--- config.mk ---
export PLATFORM = sky130hd
export DESIGN_NAME = exec_result_buffer
export DESIGN_NICKNAME = d
export VERILOG_FILES = /design/src/rtl/exec_result_buffer.sv
export SDC_FILE = /design/constraint.sdc
export NUM_CORES = 1
export LEC_CHECK = 0
export ABC_AREA = 1
export BUFFER_PORTS_ARGS = -buffer_cell sky130_fd_sc_hd__buf_2
export CORE_MARGIN = 1.5
export CORE_UTILIZATION = 56
export CTS_CLUSTER_DIAMETER = 100
export CTS_CLUSTER_SIZE = 25
export DETAILED_ROUTE_END_ITERATION = 16
export PLACE_DENSITY = 0.92
export RECOVER_POWER = 50
export SLEW_MARGIN = 10
export SYNTH_ARGS = -nofsm -noshare
export SYNTH_HDL_FRONTEND = slang
export SYNTH_SLANG_ARGS = --single-unit
--- constraint.sdc ---
create_clock -name clk -period 3.1 [get_ports clk]
set_input_delay 0.465 -clock clk [delete_from_list [all_inputs] [get_ports clk]]
set_output_delay 0.465 -clock clk [all_outputs]
set_load 0.03 [all_outputs]
--- src/rtl/exec_result_buffer.sv ---
// Execute->memory boundary: two-entry skid buffer for ALU results plus branch/jump resolution.
// Optional RANGER_EXEC_STATS_EN adds stat_retired/stat_stall counters.
module exec_result_buffer #(
    parameter int XLEN    = 32,
    parameter int RADDR_W = 5
) (
    input  logic               clk,
    input  logic               rst_n,
    input  logic               flush,
    input  logic               in_valid,
    output logic               in_ready,
    input  logic [XLEN-1:0]    in_result,
    input  logic               in_zero,
    input  logic [RADDR_W-1:0] in_rd,
    input  logic               in_rd_we,
    input  logic               in_mem_rd,
    input  logic               in_mem_wr,
    input  logic [XLEN-1:0]    in_store_data,
    input  logic               in_branch,
    input  logic               in_br_on_zero,
    input  logic               in_jump,
    input  logic [XLEN-1:0]    in_target,
    output logic               out_valid,
    input  logic               out_ready,
    output logic [XLEN-1:0]    out_result,
    output logic [XLEN-1:0]    out_store_data,
    output logic [RADDR_W-1:0] out_rd,
    output logic               out_rd_we,
    output logic               out_mem_rd,
    output logic               out_mem_wr,
    output logic               out_misalign,
    output logic               redirect_valid,
    output logic [XLEN-1:0]    redirect_pc,
    output logic [1:0]         dbg_state
`ifdef RANGER_EXEC_STATS_EN
    ,
    output logic [31:0]        stat_retired,
    output logic [31:0]        stat_stall
`endif
);

    typedef enum logic [1:0] {
        S_EMPTY = 2'd0,
        S_ONE   = 2'd1,
        S_FULL  = 2'd2
    } state_t;

    typedef struct packed {
        logic [XLEN-1:0]    result;
        logic [XLEN-1:0]    store_data;
        logic [RADDR_W-1:0] rd;
        logic               rd_we;
        logic               mem_rd;
        logic               mem_wr;
        logic               misalign;
    } entry_t;

    state_t          state_q, state_d;
    entry_t          main_q, main_d;
    entry_t          skid_q, skid_d;
    entry_t          new_entry;
    logic            in_ready_q, in_ready_d;
    logic            redirect_valid_q, redirect_valid_d;
    logic [XLEN-1:0] redirect_pc_q, redirect_pc_d;
    logic            taken;
    logic            aligned;
    logic            accept;
    logic            transfer;

    // Handshake: accept = in_valid & in_ready, transfer = out_valid & out_ready; in_ready is registered.
    assign in_ready  = in_ready_q;
    assign out_valid = (state_q != S_EMPTY);
    assign accept    = in_valid & in_ready_q;
    assign transfer  = out_valid & out_ready;

    always_comb begin
        taken   = in_jump | (in_branch & (in_zero == in_br_on_zero));
        aligned = (in_target[1:0] == 2'b00);

        new_entry            = '0;
        new_entry.result     = in_result;
        new_entry.store_data = in_store_data;
        new_entry.rd         = in_rd;
        new_entry.rd_we      = in_rd_we & (in_rd != '0);
        new_entry.mem_rd     = in_mem_rd;
        new_entry.mem_wr     = in_mem_wr;
        new_entry.misalign   = taken & ~aligned;
    end

    always_comb begin
        state_d = state_q;
        main_d  = main_q;
        skid_d  = skid_q;

        case (state_q)
            S_EMPTY: begin
                if (accept) begin
                    main_d  = new_entry;
                    state_d = S_ONE;
                end
            end
            S_ONE: begin
                if (accept && transfer) begin
                    main_d = new_entry;
                end else if (accept) begin
                    skid_d  = new_entry;
                    state_d = S_FULL;
                end else if (transfer) begin
                    state_d = S_EMPTY;
                end
            end
            S_FULL: begin
                if (transfer) begin
                    main_d  = skid_q;
                    state_d = S_ONE;
                end
            end
            default: state_d = S_EMPTY;
        endcase

        // A flush from a later stage beats everything, including a same-cycle accept.
        if (flush) begin
            state_d = S_EMPTY;
        end

        in_ready_d       = (state_d != S_FULL);
        redirect_valid_d = accept & taken & aligned & ~flush;
        redirect_pc_d    = redirect_valid_d ? in_target : redirect_pc_q;
    end

    always_ff @(posedge clk) begin
        if (!rst_n) begin
            state_q          <= S_EMPTY;
            main_q           <= '0;
            skid_q           <= '0;
            in_ready_q       <= 1'b1;
            redirect_valid_q <= 1'b0;
            redirect_pc_q    <= '0;
        end else begin
            state_q          <= state_d;
            main_q           <= main_d;
            skid_q           <= skid_d;
            in_ready_q       <= in_ready_d;
            redirect_valid_q <= redirect_valid_d;
            redirect_pc_q    <= redirect_pc_d;
        end
    end

    assign out_result     = main_q.result;
    assign out_store_data = main_q.store_data;
    assign out_rd         = main_q.rd;
    assign out_rd_we      = main_q.rd_we;
    assign out_mem_rd     = main_q.mem_rd;
    assign out_mem_wr     = main_q.mem_wr;
    assign out_misalign   = main_q.misalign;
    assign redirect_valid = redirect_valid_q;
    assign redirect_pc    = redirect_pc_q;
    assign dbg_state      = state_q;

`ifdef RANGER_EXEC_STATS_EN
    logic [31:0] stat_retired_q, stat_retired_d;
    logic [31:0] stat_stall_q, stat_stall_d;

    // Counters ignore flush; they only observe the output handshake.
    always_comb begin
        stat_retired_d = stat_retired_q + (transfer ? 32'd1 : 32'd0);
        stat_stall_d   = stat_stall_q + ((out_valid & ~out_ready) ? 32'd1 : 32'd0);
    end

    always_ff @(posedge clk) begin
        if (!rst_n) begin
            stat_retired_q <= '0;
            stat_stall_q   <= '0;
        end else begin
            stat_retired_q <= stat_retired_d;
            stat_stall_q   <= stat_stall_d;
        end
    end

    assign stat_retired = stat_retired_q;
    assign stat_stall   = stat_stall_q;
`endif

endmodule
## Word level (Yosys, flattened, before mapping)

Cells that the tools add are included.

| word-level totals | value |
|---|---|
| ROM bits | 0 |
| output and inout bits | 110 |
| bits of input ports | 113 |
| word-level logic and storage cells | 56 |
| memories | 0 |
| latch bits | 0 |
| register bits | 182 |
| memory bits (writable) | 0 |

| cells by class | value |
|---|---|
| multiply operators | 0 |
| shifts and indexed selects | 0 |
| div/mod/pow operators | 0 |
| add/sub/neg operators | 0 |
| equal/unequal tests | 7 |
| reductions and logical operators | 8 |
| muxes and demuxes | 11 |
| magnitude comparators | 0 |
| bitwise logic cells | 12 |

Operator list:

| cell | count |
|---|---|
| 73-bit 2-to-1 mux | 3 |
| 73-bit one-hot mux with 3 select lines | 1 |
| 2-bit 2-to-1 mux | 6 |
| 1-bit bitwise AND | 8 |
| 2-bit inequality test (second input constant) | 4 |
| 2-bit one-hot mux with 3 select lines | 1 |
| 5-bit nonzero test | 1 |
| 2-bit logical NOT | 2 |
| 4-bit AND reduction | 1 |
| 1-bit NOT | 3 |
| 3-bit AND reduction | 1 |
| 3-bit nonzero test | 1 |
| 2-bit by 1-bit equality test with 1-bit output (second input constant) | 1 |
| 2-bit equality test (second input constant) | 1 |
| 2-bit nonzero test | 1 |
| 1-bit equality test | 1 |
| 1-bit logical AND | 1 |
| 1-bit OR | 1 |

## Longest topological paths before layout

| logic depth | value |
|---|---|
| word-level depth | 8 |
| mapped depth | 8 |
| depth with buffers taken out | 7 |

## Worst setup path after synthesis

No wires, ideal clock.

| timing | value |
|---|---|
| kind | flip-flop to flip-flop |
| start point | register state_q[1] (netlist: dbg_state[1]) |
| end point | register main_q, in the netlist out_mem_rd |
| clock period less this slack | 1.609 ns |
| cell stages (with the launch flop) | 9 |
| buffers on the path | 2 |
| arrival time | 1.539 ns |
| required time | 3.030 ns |
| path slack | 1.491 ns |
| cell sequence | dfxtp_1 > inv_2 > nand2_1 > nand2_1 > nand3_2 > buf_6 > buf_4 > nand2_1 > a21oi_1 |

| between the ends | value |
|---|---|
| word-level cells in the longest chain between the ends | 5 |
| elaborated cells on any way between the ends | 12 |
| classes of those cells | 5 x eq/ne; 1 x mux; 1 x bitwise; 5 x reduce/logical |

RTL lines:

| element | RTL line | source |
|---|---|---|
| start, declared | 58 | `state_t state_q, state_d;` |
| start signal, assigned | 140 | `state_q <= state_d;` |
| 2-bit nonzero test * | 72 | `assign out_valid = (state_q != S_EMPTY);` |
| named net out_valid | 23 | `output logic out_valid,` |
| 1-bit bitwise AND * | 74 | `assign transfer = out_valid & out_ready;` |
| 1-bit logical AND | 103 | `if (accept && transfer) begin` |
| 2-bit inequality test (no line) | -- |  |
| 4-bit AND reduction (no line) * | -- |  |
| end signal, assigned | 141 | `main_q <= main_d;` |
| end, declared | 59 | `entry_t main_q, main_d;` |

The timed path passes the listed nets; every way through them passes the cells marked *.
A chain may end at the register's enable or synchronous reset.

## Worst setup path after layout

| timing | value |
|---|---|
| start point | register in_ready_q (netlist: in_ready) |
| end point | register redirect_pc_q[22] (netlist: redirect_pc[22]) |

| between the ends | value |
|---|---|
| word-level cells in the longest chain between the ends | 4 |

RTL lines:

| element | RTL line | source |
|---|---|---|
| start, declared | 62 | `logic in_ready_q, in_ready_d;` |
| start signal, assigned | 143 | `in_ready_q <= in_ready_d;` |
| 1-bit bitwise AND | 73 | `assign accept = in_valid & in_ready_q;` |
| 1-bit bitwise AND (3 in series) | 127 | `redirect_valid_d = accept & taken & aligned & ~flush;` |
| end signal, assigned | 145 | `redirect_pc_q <= redirect_pc_d;` |
| end, declared | 64 | `logic [XLEN-1:0] redirect_pc_q, redirect_pc_d;` |

No other way between the ends.

==> results.py <==
metrics = {
    "floorplanning": {
        "io_pins": 223,
        "die-height_um": 120,
        "fp.dieArea_um2": 14300,
        "initial_core_util": 0.574,
        "die_w_um": 120,
        "core_area_um2": 13300,
        "num_rows": 42,
    },
    "logic_synthesis": {
        "synth_nets": 1162,
        "ys_types": 21,
        "synth.area.top_cells": "dfxtp_1 48%, a21oi_1 12%, o21ai_0 9.4%",
        "synth_top_cell_by_area": "dfxtp_1",
        "synth_top_area_share": 0.477,
        "synthFlopType": "dfxtp_1",
        "synth.most_common_cell": "nand2_1",
        "syn_avg_cell_area_um2": 7.28,
        "ys_ff_latch": 182,
        "synth_edf_count": 0,
        "synth_area_um2": 7640,
        "async_flop_share": 0,
        "yosysWarnings": 0,
        "seq_area_frac_synth": 0.477,
        "synthCells": 1049,
        "synth_commonest_cells": "190 x nand2_1, 182 x dfxtp_1, 176 x a21oi_1, 144 x o21ai_0, 113 x inv_1",
    },
    "place": {
        "post-dp-hpwl_mm": 12.3,
        "gp_routability_congestion": 0.793,
        "dp_slack_ns": 0.941,
        "port_buffers": 222,
    },
    "critical_path": {
        "end_kind": "flip-flop",
        "rrSetupSlack_ns": 0.77,
        "worstPathArrival_ns": 2.64,
        "critPathRequiredTime_ns": 3.41,
        "worst-setup-path-type": "reg2reg",
        "setup.worst_path.start_class": "flip-flop",
        "r2r_cells": 6,
        "cp_max_fo": 30,
    },
    "detailed_routing": {
        "highest_layer": "met4",
        "drt_pass1_iterations": 4,
        "num_vias": 7421,
        "viasPerCell": 5.27,
        "m1WireLength_mm": 8.07,
        "ant_nets": 0,
        "wl_per_cell_um": 13.6,
        "drc": 0,
        "dr_wl_met2_mm": 9.21,
        "wl_met3_mm": 1.32,
        "drt-total-wl_mm": 19.1,
        "drt-initial-drc-count": 550,
    },
    "power": {
        "p_total_mw": 5.43,
        "power_leakage_nw": 3.86,
        "ir_worst_vdd_uv": 368,
        "power.density_nw_per_um2": 593,
    },
    "clock_tree": {
        "post_cts_buffers": 0,
        "root_buffer": "clkbuf_16",
        "clk_pin_slew_ns": 0.06,
        "cts_buffers": 17,
        "cts_tree": "yes",
        "ctsResizeCount": 0,
        "cts_max_level": 4,
        "cts_sinks": 182,
        "cts_hold_buffers": 0,
        "clk_latency_ns": 0.42,
        "clock_path_buffers": 2,
    },
    "timing": {
        "setup-violations-final": 0,
        "rsz0062_at_grt": "false",
        "fmax_ghz": 0.430,
        "min_period_ns": 2.33,
        "fin_ws_ns": 0.772,
        "relSlewSlack": 0.0743,
        "slew_violations": 0,
        "clock_skew_ns": 0.00585,
        "fin_crit_sh": 0.751,
        "tightest_slew_ns": 1.39,
        "setup_tns_ns": 0,
        "hold_violations": 0,
    },
    "hold_path": {
        "hold_depth": 2,
        "hp-class": "in2reg",
    },
    "finish": {
        "area_growth_pct": 19.7,
        "multi_input_area_um2": 3100,
        "nNetsFinal": 1330,
        "fillers": 1185,
        "regArea_um2": 3640,
        "drive_gt1_frac": 0.132,
    },
    "grt": {
        "first_global_vias": 6668,
        "grt_antenna_before_repair": 1,
        "grt_max_degree": 83,
        "grt_pass1_wl_mm": 30.9,
        "grt_usage": 0.267,
        "gr-total-overflow": 0,
    },
    "run": {
        "cap_violations": 0,
    },
    "run_status": {
        "status": "finished, final reports clean",
    },
}
## cell usage in the layout, fill, tap and decap left out, drive strengths merged
master,Yosys,routed
nand2,193,193
dfxtp,182,182
a21oi,176,176
o21ai,144,144
clkbuf,40,135
buf,44,122
inv,115,114
nand3,105,105
nor2,43,43
bufinv,0,4
clkinv,0,4
nor3,3,3
diode,0,1
a21boi,1,1
nand4,1,1
or2,1,1
nand3b,1,1
clkinvlp,0,1
## worst max-delay path, stage by stage, from the launching register on
cell,delay [ns]
dfxtp_1,0.35
nand2_1,0.13
nor3_1,0.83
clkbuf_2,0.62
nand3_1,0.15
nand2_1,0.09
nor2_1,0.04
## power by group
part | switching [mW] | internal [mW]
clock | 0.865 | 1.45
sequential | 0.0448 | 2.43
combinational | 0.435 | 0.195
## routing by layer
layer / GRT usage / up-vias
li1: - / 3744
met1: 0.335 / 3358
met2: 0.439 / 276
met3: 0.0594 / 43
met4: 0.121 / 0
met5: 0 / -
## sequential cells by signal, indices dropped and copies added (netlist names)
| name | count |
|---|---|
| dbg_state | 2 |
| in_ready | 1 |
| out_mem_rd | 1 |
| out_mem_wr | 1 |
| out_misalign | 1 |
| out_rd | 5 |
| out_rd_we | 1 |
| out_result | 32 |
| out_store_data | 32 |
| redirect_pc | 32 |
| redirect_valid | 1 |
| skid_q | 73 |
## cell type report
cell class / count / area share
Antenna cell: 1 / 0.000274
Clock buffer: 24 / 0.0549
Clock inverter: 8 / 0.0156
Inverter: 115 / 0.0472
Multi-Input combinational cell: 668 / 0.339
Sequential cell: 182 / 0.398
Tap cell: 176 / 0.0241
Timing Repair Buffer: 233 / 0.121
## per-stage QoR
step	hold slack, ns	utilization	area, um^2	cells
floorplan	0.424	-	7640	1049
global placement	0.427	0.651	8650	1374
detailed placement	0.430	0.651	8650	1374
CTS	0.247	0.699	9290	1406
global route	0.261	0.688	9150	1407
finish	0.262	0.688	9150	1407
## final timing paths
check,end,startpoint
worst max-delay path,redirect_pc[22],in_ready
worst min-delay path,dbg_state[1],out_ready
worst max register to register,redirect_pc[22],in_ready
worst min register to register,redirect_pc[1],redirect_pc[1]
## logic make-up (layout without fill, tap and decap cells)
| kind of cell | Yosys count | in the layout | synth area share |
|---|---|---|---|
| AND/OR/NAND/NOR | 347 | 347 | 0.192 |
| AO/OA/AOI/OAI | 321 | 321 | 0.211 |
| buffers and inverters | 199 | 380 | 0.121 |
| flip-flops | 182 | 182 | 0.477 |
| other | 0 | 1 | 0 |
(Power assumes the default switching activity.)
